<file path="src/rtl/fir_pkg.sv">
// Shared definitions for the filter chain: width helpers, FSM states and
// the round/saturate arithmetic used by every stage's output.
`timescale 1ns/1ps
package fir_pkg;

    typedef enum logic [1:0] {
        IDLE = 2'd0,
        MAC  = 2'd1,
        OUT  = 2'd2
    } fir_state_e;

    // Ceiling log2, with a minimum result of 1 so that the index buses never collapse to zero bits.
    function automatic int clog2(input int value);
        int result;
        result = 1;
        for (int i = 1; i < 31; i++) begin
            if ((1 << i) < value) begin
                result = i + 1;
            end
        end
        return result;
    endfunction

    // The accumulator has enough headroom for TAPS full-scale products.
    function automatic int acc_width(input int data_w, input int coef_w, input int taps);
        return data_w + coef_w + clog2(taps);
    endfunction

    // Round half up by 'shift' bits, then clamp to an out_w-bit signed range when clamp_en is set.
    // The work is done at 64 bits so the rounding carry can never wrap.
    function automatic logic signed [63:0] round_sat(
        input  logic signed [63:0] value,
        input  int                 shift,
        input  int                 out_w,
        input  logic               clamp_en,
        output logic               clipped
    );
        logic signed [63:0] rounded;
        logic signed [63:0] max_v;
        logic signed [63:0] min_v;
        rounded = value;
        if (shift > 0) begin
            rounded = (value + (64'sd1 <<< (shift - 1))) >>> shift;
        end
        max_v   = (64'sd1 <<< (out_w - 1)) - 64'sd1;
        min_v   = -(64'sd1 <<< (out_w - 1));
        clipped = 1'b0;
        if (clamp_en && (rounded > max_v)) begin
            rounded = max_v;
            clipped = 1'b1;
        end else if (clamp_en && (rounded < min_v)) begin
            rounded = min_v;
            clipped = 1'b1;
        end
        return rounded;
    endfunction

endpackage

</file>
<file path="src/rtl/fir_round_sat.sv">
// Combinational output stage: rounds the accumulator by SHIFT bits and
// saturates to OUT_W bits. When the rounded value always fits, it is just
// sign-extended and the clip flag stays low.
`timescale 1ns/1ps
module fir_round_sat
    import fir_pkg::*;
#(
    parameter int ACC_W = 28,
    parameter int SHIFT = 0,
    parameter int OUT_W = 28
) (
    input  logic signed [ACC_W-1:0] acc_in,
    output logic signed [OUT_W-1:0] data_out,
    output logic                    sat_out
);

    localparam bit CLAMP_EN = ((ACC_W - SHIFT) > OUT_W);

    logic signed [63:0] acc_ext;
    logic signed [63:0] result;
    logic               clipped;

    // Widen, round and clamp the accumulator in one combinational step.
    always_comb begin
        acc_ext  = 64'(acc_in);
        result   = round_sat(acc_ext, SHIFT, OUT_W, CLAMP_EN, clipped);
        data_out = OUT_W'(result);
        sat_out  = clipped;
    end

endmodule

</file>
<file path="src/rtl/fir_decim_mac.sv">
// Decimating FIR filter built around one time-multiplexed multiply-accumulate.
// Every DECIM-th accepted sample starts a TAPS-cycle MAC pass over the frozen
// delay line, followed by one cycle that registers the rounded, saturated result.
`timescale 1ns/1ps
module fir_decim_mac
    import fir_pkg::*;
#(
    parameter int DATA_W = 16,
    parameter int COEF_W = 9,
    parameter int TAPS   = 8,
    parameter int DECIM  = 4,
    parameter int SHIFT  = 0,
    parameter int OUT_W  = 28
) (
    input  logic                     clk,
    input  logic                     reset,
    input  logic signed [DATA_W-1:0] in_data,
    input  logic                     in_valid,
    output logic                     in_ready,
    input  logic                     coef_wr,
    input  logic [clog2(TAPS)-1:0]   coef_addr,
    input  logic signed [COEF_W-1:0] coef_data,
    output logic                     coef_err,
    output logic signed [OUT_W-1:0]  out_data,
    output logic                     out_valid,
    output logic                     out_sat
);

    localparam int ADDR_W = clog2(TAPS);
    localparam int ACC_W  = acc_width(DATA_W, COEF_W, TAPS);
    localparam int PROD_W = DATA_W + COEF_W;
    localparam int PH_W   = clog2(DECIM);

    fir_state_e state_q, state_d;

    logic signed [DATA_W-1:0] x_q [TAPS];
    logic signed [DATA_W-1:0] x_d [TAPS];
    logic signed [COEF_W-1:0] c_q [TAPS];
    logic signed [COEF_W-1:0] c_d [TAPS];
    logic [PH_W-1:0]          phase_q, phase_d;
    logic signed [ACC_W-1:0]  acc_q, acc_d;
    logic [ADDR_W-1:0]        tap_q, tap_d;
    logic signed [OUT_W-1:0]  out_data_q, out_data_d;
    logic                     out_valid_q, out_valid_d;
    logic                     out_sat_q, out_sat_d;
    logic                     coef_err_q, coef_err_d;

    logic                     accept;
    logic                     phase_last;
    logic                     tap_last;
    logic                     addr_ok;
    logic signed [PROD_W-1:0] product;
    logic signed [OUT_W-1:0]  rs_data;
    logic                     rs_sat;

    assign accept     = in_valid && in_ready;
    assign phase_last = (phase_q == PH_W'(DECIM - 1));
    assign tap_last   = (tap_q == ADDR_W'(TAPS - 1));
    assign addr_ok    = ({1'b0, coef_addr} < (ADDR_W + 1)'(TAPS));

    fir_round_sat #(
        .ACC_W (ACC_W),
        .SHIFT (SHIFT),
        .OUT_W (OUT_W)
    ) u_round_sat (
        .acc_in   (acc_q),
        .data_out (rs_data),
        .sat_out  (rs_sat)
    );

    // State register; reset drops any MAC in flight back to IDLE.
    always_ff @(posedge clk or negedge reset) begin
        if (!reset) begin
            state_q <= IDLE;
        end else begin
            state_q <= state_d;
        end
    end

    // Next state: a decimating accept starts a MAC pass, the last tap moves to OUT, OUT lasts one cycle.
    always_comb begin
        state_d = state_q;
        case (state_q)
            IDLE:    if (accept && phase_last) state_d = MAC;
            MAC:     if (tap_last) state_d = OUT;
            OUT:     state_d = IDLE;
            default: state_d = IDLE;
        endcase
    end

    // Outputs: ready only while idle, everything else straight from registers.
    always_comb begin
        in_ready  = (state_q == IDLE);
        out_data  = out_data_q;
        out_valid = out_valid_q;
        out_sat   = out_sat_q;
        coef_err  = coef_err_q;
    end

    // Datapath next values: sample shift, coefficient load, MAC step and output capture.
    always_comb begin
        x_d         = x_q;
        c_d         = c_q;
        phase_d     = phase_q;
        acc_d       = acc_q;
        tap_d       = tap_q;
        out_data_d  = out_data_q;
        out_valid_d = 1'b0;
        out_sat_d   = 1'b0;
        coef_err_d  = 1'b0;
        product     = PROD_W'(x_q[tap_q]) * PROD_W'(c_q[tap_q]);

        if (accept) begin
            x_d[0] = in_data;
            for (int k = 1; k < TAPS; k++) begin
                x_d[k] = x_q[k-1];
            end
            if (phase_last) begin
                phase_d = '0;
                acc_d   = '0;
                tap_d   = '0;
            end else begin
                phase_d = phase_q + PH_W'(1);
            end
        end

        if (coef_wr) begin
            if ((state_q == IDLE) && addr_ok) begin
                c_d[coef_addr] = coef_data;
            end else begin
                coef_err_d = 1'b1;
            end
        end

        if (state_q == MAC) begin
            acc_d = acc_q + ACC_W'(product);
            if (!tap_last) begin
                tap_d = tap_q + ADDR_W'(1);
            end
        end

        if (state_q == OUT) begin
            out_data_d  = rs_data;
            out_valid_d = 1'b1;
            out_sat_d   = rs_sat;
        end
    end

    // Datapath registers with asynchronous clear of delay line, coefficients and outputs.
    always_ff @(posedge clk or negedge reset) begin
        if (!reset) begin
            for (int k = 0; k < TAPS; k++) begin
                x_q[k] <= '0;
                c_q[k] <= '0;
            end
            phase_q     <= '0;
            acc_q       <= '0;
            tap_q       <= '0;
            out_data_q  <= '0;
            out_valid_q <= 1'b0;
            out_sat_q   <= 1'b0;
            coef_err_q  <= 1'b0;
        end else begin
            x_q         <= x_d;
            c_q         <= c_d;
            phase_q     <= phase_d;
            acc_q       <= acc_d;
            tap_q       <= tap_d;
            out_data_q  <= out_data_d;
            out_valid_q <= out_valid_d;
            out_sat_q   <= out_sat_d;
            coef_err_q  <= coef_err_d;
        end
    end

endmodule

</file>
<file path="config.mk">
export PLATFORM = sky130hd
export DESIGN_NAME = fir_decim_mac
export DESIGN_NICKNAME = d
export VERILOG_FILES = /design/src/rtl/fir_pkg.sv /design/src/rtl/fir_round_sat.sv /design/src/rtl/fir_decim_mac.sv
export SDC_FILE = /design/constraint.sdc
export NUM_CORES = 1
export LEC_CHECK = 0
export BUFFER_PORTS_ARGS = -buffer_cell sky130_fd_sc_hd__buf_2
export CORE_ASPECT_RATIO = 0.5
export CORE_UTILIZATION = 50
export DETAILED_ROUTE_END_ITERATION = 7
export GPL_ROUTABILITY_DRIVEN = 1
export PLACE_DENSITY = 0.64
export RECOVER_POWER = 50
export SKIP_CTS_REPAIR_TIMING = 1
export SLEW_MARGIN = 20
export SYNTH_ARGS = -nofsm -noshare
export SYNTH_HDL_FRONTEND = slang
export SYNTH_SLANG_ARGS = --single-unit
</file>
<file path="constraint.sdc">
create_clock -name clk -period 7.45 [get_ports clk]
set_input_delay 1.49 -clock clk [delete_from_list [all_inputs] [get_ports clk]]
set_output_delay 1.49 -clock clk [all_outputs]
set_load 0.01 [all_outputs]
</file>
==> results.yml <==
cts:
  clk_latency_ps: 570
  cts_buffers: 26
  cts.sinks: 265
  root_buffer: "clkbuf_16"
  cts_tree: "yes"
  cts-htree-levels: 1
  cts.path.max_buffers: 3
  clkTransAtPathRegs_ps: 60
finish:
  finalNetCount: 1755
  area_growth_pct: 9.050
  layout-drive-gt1-share: 0.2779
  diodes: 0
  postLayoutCoreUtil: 0.5584
  nFillCells: 2892
min_path:
  hold_class: "reg2reg"
timing:
  timing.final.crit_period_ps: 6704
  fmax_mhz: 149.2
  rsz0062_at_grt: "false"
  min_period_over_period: 0.8998
  slew_headroom: -1.362
  slew_violations: 87
  final-setup-viol-count: 0
  hold_viol_final: 0
  finalSetupTns_ps: 0
  finalClockSkew_ps: 12.43
  max_slew.worst_pin.slew_ps: 3543
floorplan:
  die_area_um2: 36420
  die_w_um: 268.9
  die_h_um: 135.4
  core_area_um2: 34770
  initial_core_util: 0.5121
  rows: 48
  num_io_pins: 64
logic_synthesis:
  synth.top_cell.area_share: 0.3724
  synth-simple-area-share: 0.06956
  synth_compound_area_frac: 0.04075
  yosys-top-cells-count: "dfrtp_1 (265), mux2_2 (248), inv_1 (208), fa_1 (148), nand2_1 (121)"
  synth.area.mux_share: 0.2299
  yosys_warnings: 0
  yosysSeqAreaShare: 0.3724
  synth_edf_count: 0
  async_flop_share: 1.000
  ys_ff_latch: 265
  synth-main-ff-cell: "dfrtp_1"
  synth_area_um2: 17810
  syn_avg_cell_area_um2: 12.25
  syn-instance-count: 1454
  synth_cell_types: 61
  yosysMostFrequentCell: "dfrtp_1"
  synthXorXnorAreaFrac: 0.008361
  synth_largest_area_cell: "dfrtp_1"
  yosys.area_share.adder: 0.2170
  syn-num-nets: 1706
  synth_top_family_by_area: "multiplexers"
  synth_area_leaders: "dfrtp_1 (37%), fa_1 (17%), mux2_2 (16%)"
placement:
  dp.final_hpwl_um: 27290
  port_buffers: 62
  globalplace.congestion: 0.8366
grt:
  grt.total_usage: 0.2151
  grt_max_degree: 116
  grt_pass1_vias: 11510
  grt_overflow_total: 0
  antenna_found_initial: 0
  grt_pass1_wl_um: 61290
critical_path:
  crit_family: "adder cells"
  crit_fanout: 25
  cpMaxStageDelayCell: "dfrtp_4"
  crit_required_ps: 7950
  startpoint_type: "register"
  path_cells: "buf_12 > mux4_2 > mux2i_4 > buf_4 > nor2_1 > fa_1 > fa_1 > fa_1 > fa_1 > inv_1 > fa_1 > inv_1 > ha_1 > a21oi_1 > o21ai_0 > and4b_1 > or4_1 > nand3_1"
  cp.arrival_ps: 7200
  critPathMaxStageDelay_ps: 770
  critPathBufInv: 4
  path_class: "reg2reg"
  crit_path_end_kind: "register"
  crit_top_cell: "fa_1"
route:
  drt_iter0_markers: 557
  final_antenna_net_count: 0
  drc: 0
  drt-total-wl_um: 37140
  wl_per_cell_um: 18.60
  drtPass1Iterations: 5
  vias: 10780
  viasPerCell: 5.396
run:
  drv_cap: 2
status:
  violations: "capacitance limit, slew limit"
  outcome: "complete, but fails checks"
==> placed cells by master, fill, tap and decap left out, types with 28 or more instances in the layout <==
| cell type | Yosys | final |
|---|---|---|
| nand2_1 | 121 | 121 |
| inv_1 | 208 | 208 |
| dfrtp_1 | 265 | 263 |
| ha_1 | 72 | 72 |
| o21ai_0 | 28 | 28 |
| mux2_2 | 248 | 248 |
| nor2b_1 | 29 | 29 |
| buf_2 | 31 | 60 |
| fa_1 | 148 | 148 |
| nor2_1 | 44 | 44 |
| mux4_2 | 45 | 45 |
==> cell families after synthesis <==
| kind of cell | count (synthesis) |
|---|---|
| AOI/OAI and AO/OA | 112 |
| xor gates and xnor gates | 17 |
| adders and majority gates | 220 |
| buffers and inverters | 267 |
| DFF | 265 |
| muxes | 308 |
| other | 1 |
| and+or+nand+nor | 264 |
==> worst reg2reg max path, cell delays in order, from the launching register on <==
cell and delay [ps]:
dfrtp_4 770, buf_12 240, mux4_2 540, mux2i_4 520, buf_4 270, nor2_1 80
fa_1 410, fa_1 540, fa_1 430, fa_1 490, inv_1 50, fa_1 470
inv_1 40, ha_1 410, a21oi_1 150, o21ai_0 360, and4b_1 300, or4_1 490
nand3_1 80
==> metal layers <==
metal,routed length (µm),part of all wire,track usage
met4,535,0.014,0.03567
met2,16430,0.44,0.3325
met5,0,0,0
met3,1833,0.049,0.04071
met1,18340,0.49,0.3211
==> flip-flops by register name, indices dropped and copies added, names as in the netlist <==
name	flops
out_valid	1
acc_q	28
out_data	28
coef_err	1
tap_q	3
state_q	2
phase_q	2
c_q	72
x_q	128
==> layout make-up <==
type,instances,area (µm²),area share
Clock buffer,37,752.0,0.03872
Multi-Input combinational cell,922,10080,0.5192
Tap cell,475,594.3,0.03061
Clock inverter,10,85.08,0.004381
Inverter,209,784.5,0.04040
Timing Repair Buffer,79,484.2,0.02494
Sequential cell,265,6636,0.3418
==> path summary, 6_finish.rpt <==
kind | to | start | cells past startpoint | slack (ps)
max | acc_q[23]$_DFFE_PN0P_ | tap_q[0]$_DFF_PN0_ | 18 | 750
min | acc_q[8]$_DFFE_PN0P_ | acc_q[8]$_DFFE_PN0P_ | 2 | 480
min reg2reg | acc_q[8]$_DFFE_PN0P_ | acc_q[8]$_DFFE_PN0P_ | 2 | 480
min in group asynchronous | x_q[38]$_DFFE_PN0P_ | reset | 1 | 940
max reg2reg | acc_q[23]$_DFFE_PN0P_ | tap_q[0]$_DFF_PN0_ | 18 | 750
max in group asynchronous | c_q[63]$_DFFE_PN0P_ | reset | 3 | 4770
==> through the flow <==
step                setup slack, ps  cells  hold slack [ps]  area, µm²
floorplan                      1487   1454            449.8      17810
global placement              873.4   1949            465.6      18570
detailed placement            784.0   1949            471.9      18570
CTS                           769.4   1996            485.7      19400
global route                  361.1   1997            513.3      19420
finish                        746.5   1997            476.9      19420
Power is left out: the tool's default activity adds up to more than one toggle a clock period on the data nets, which glitch-free logic cannot reach.
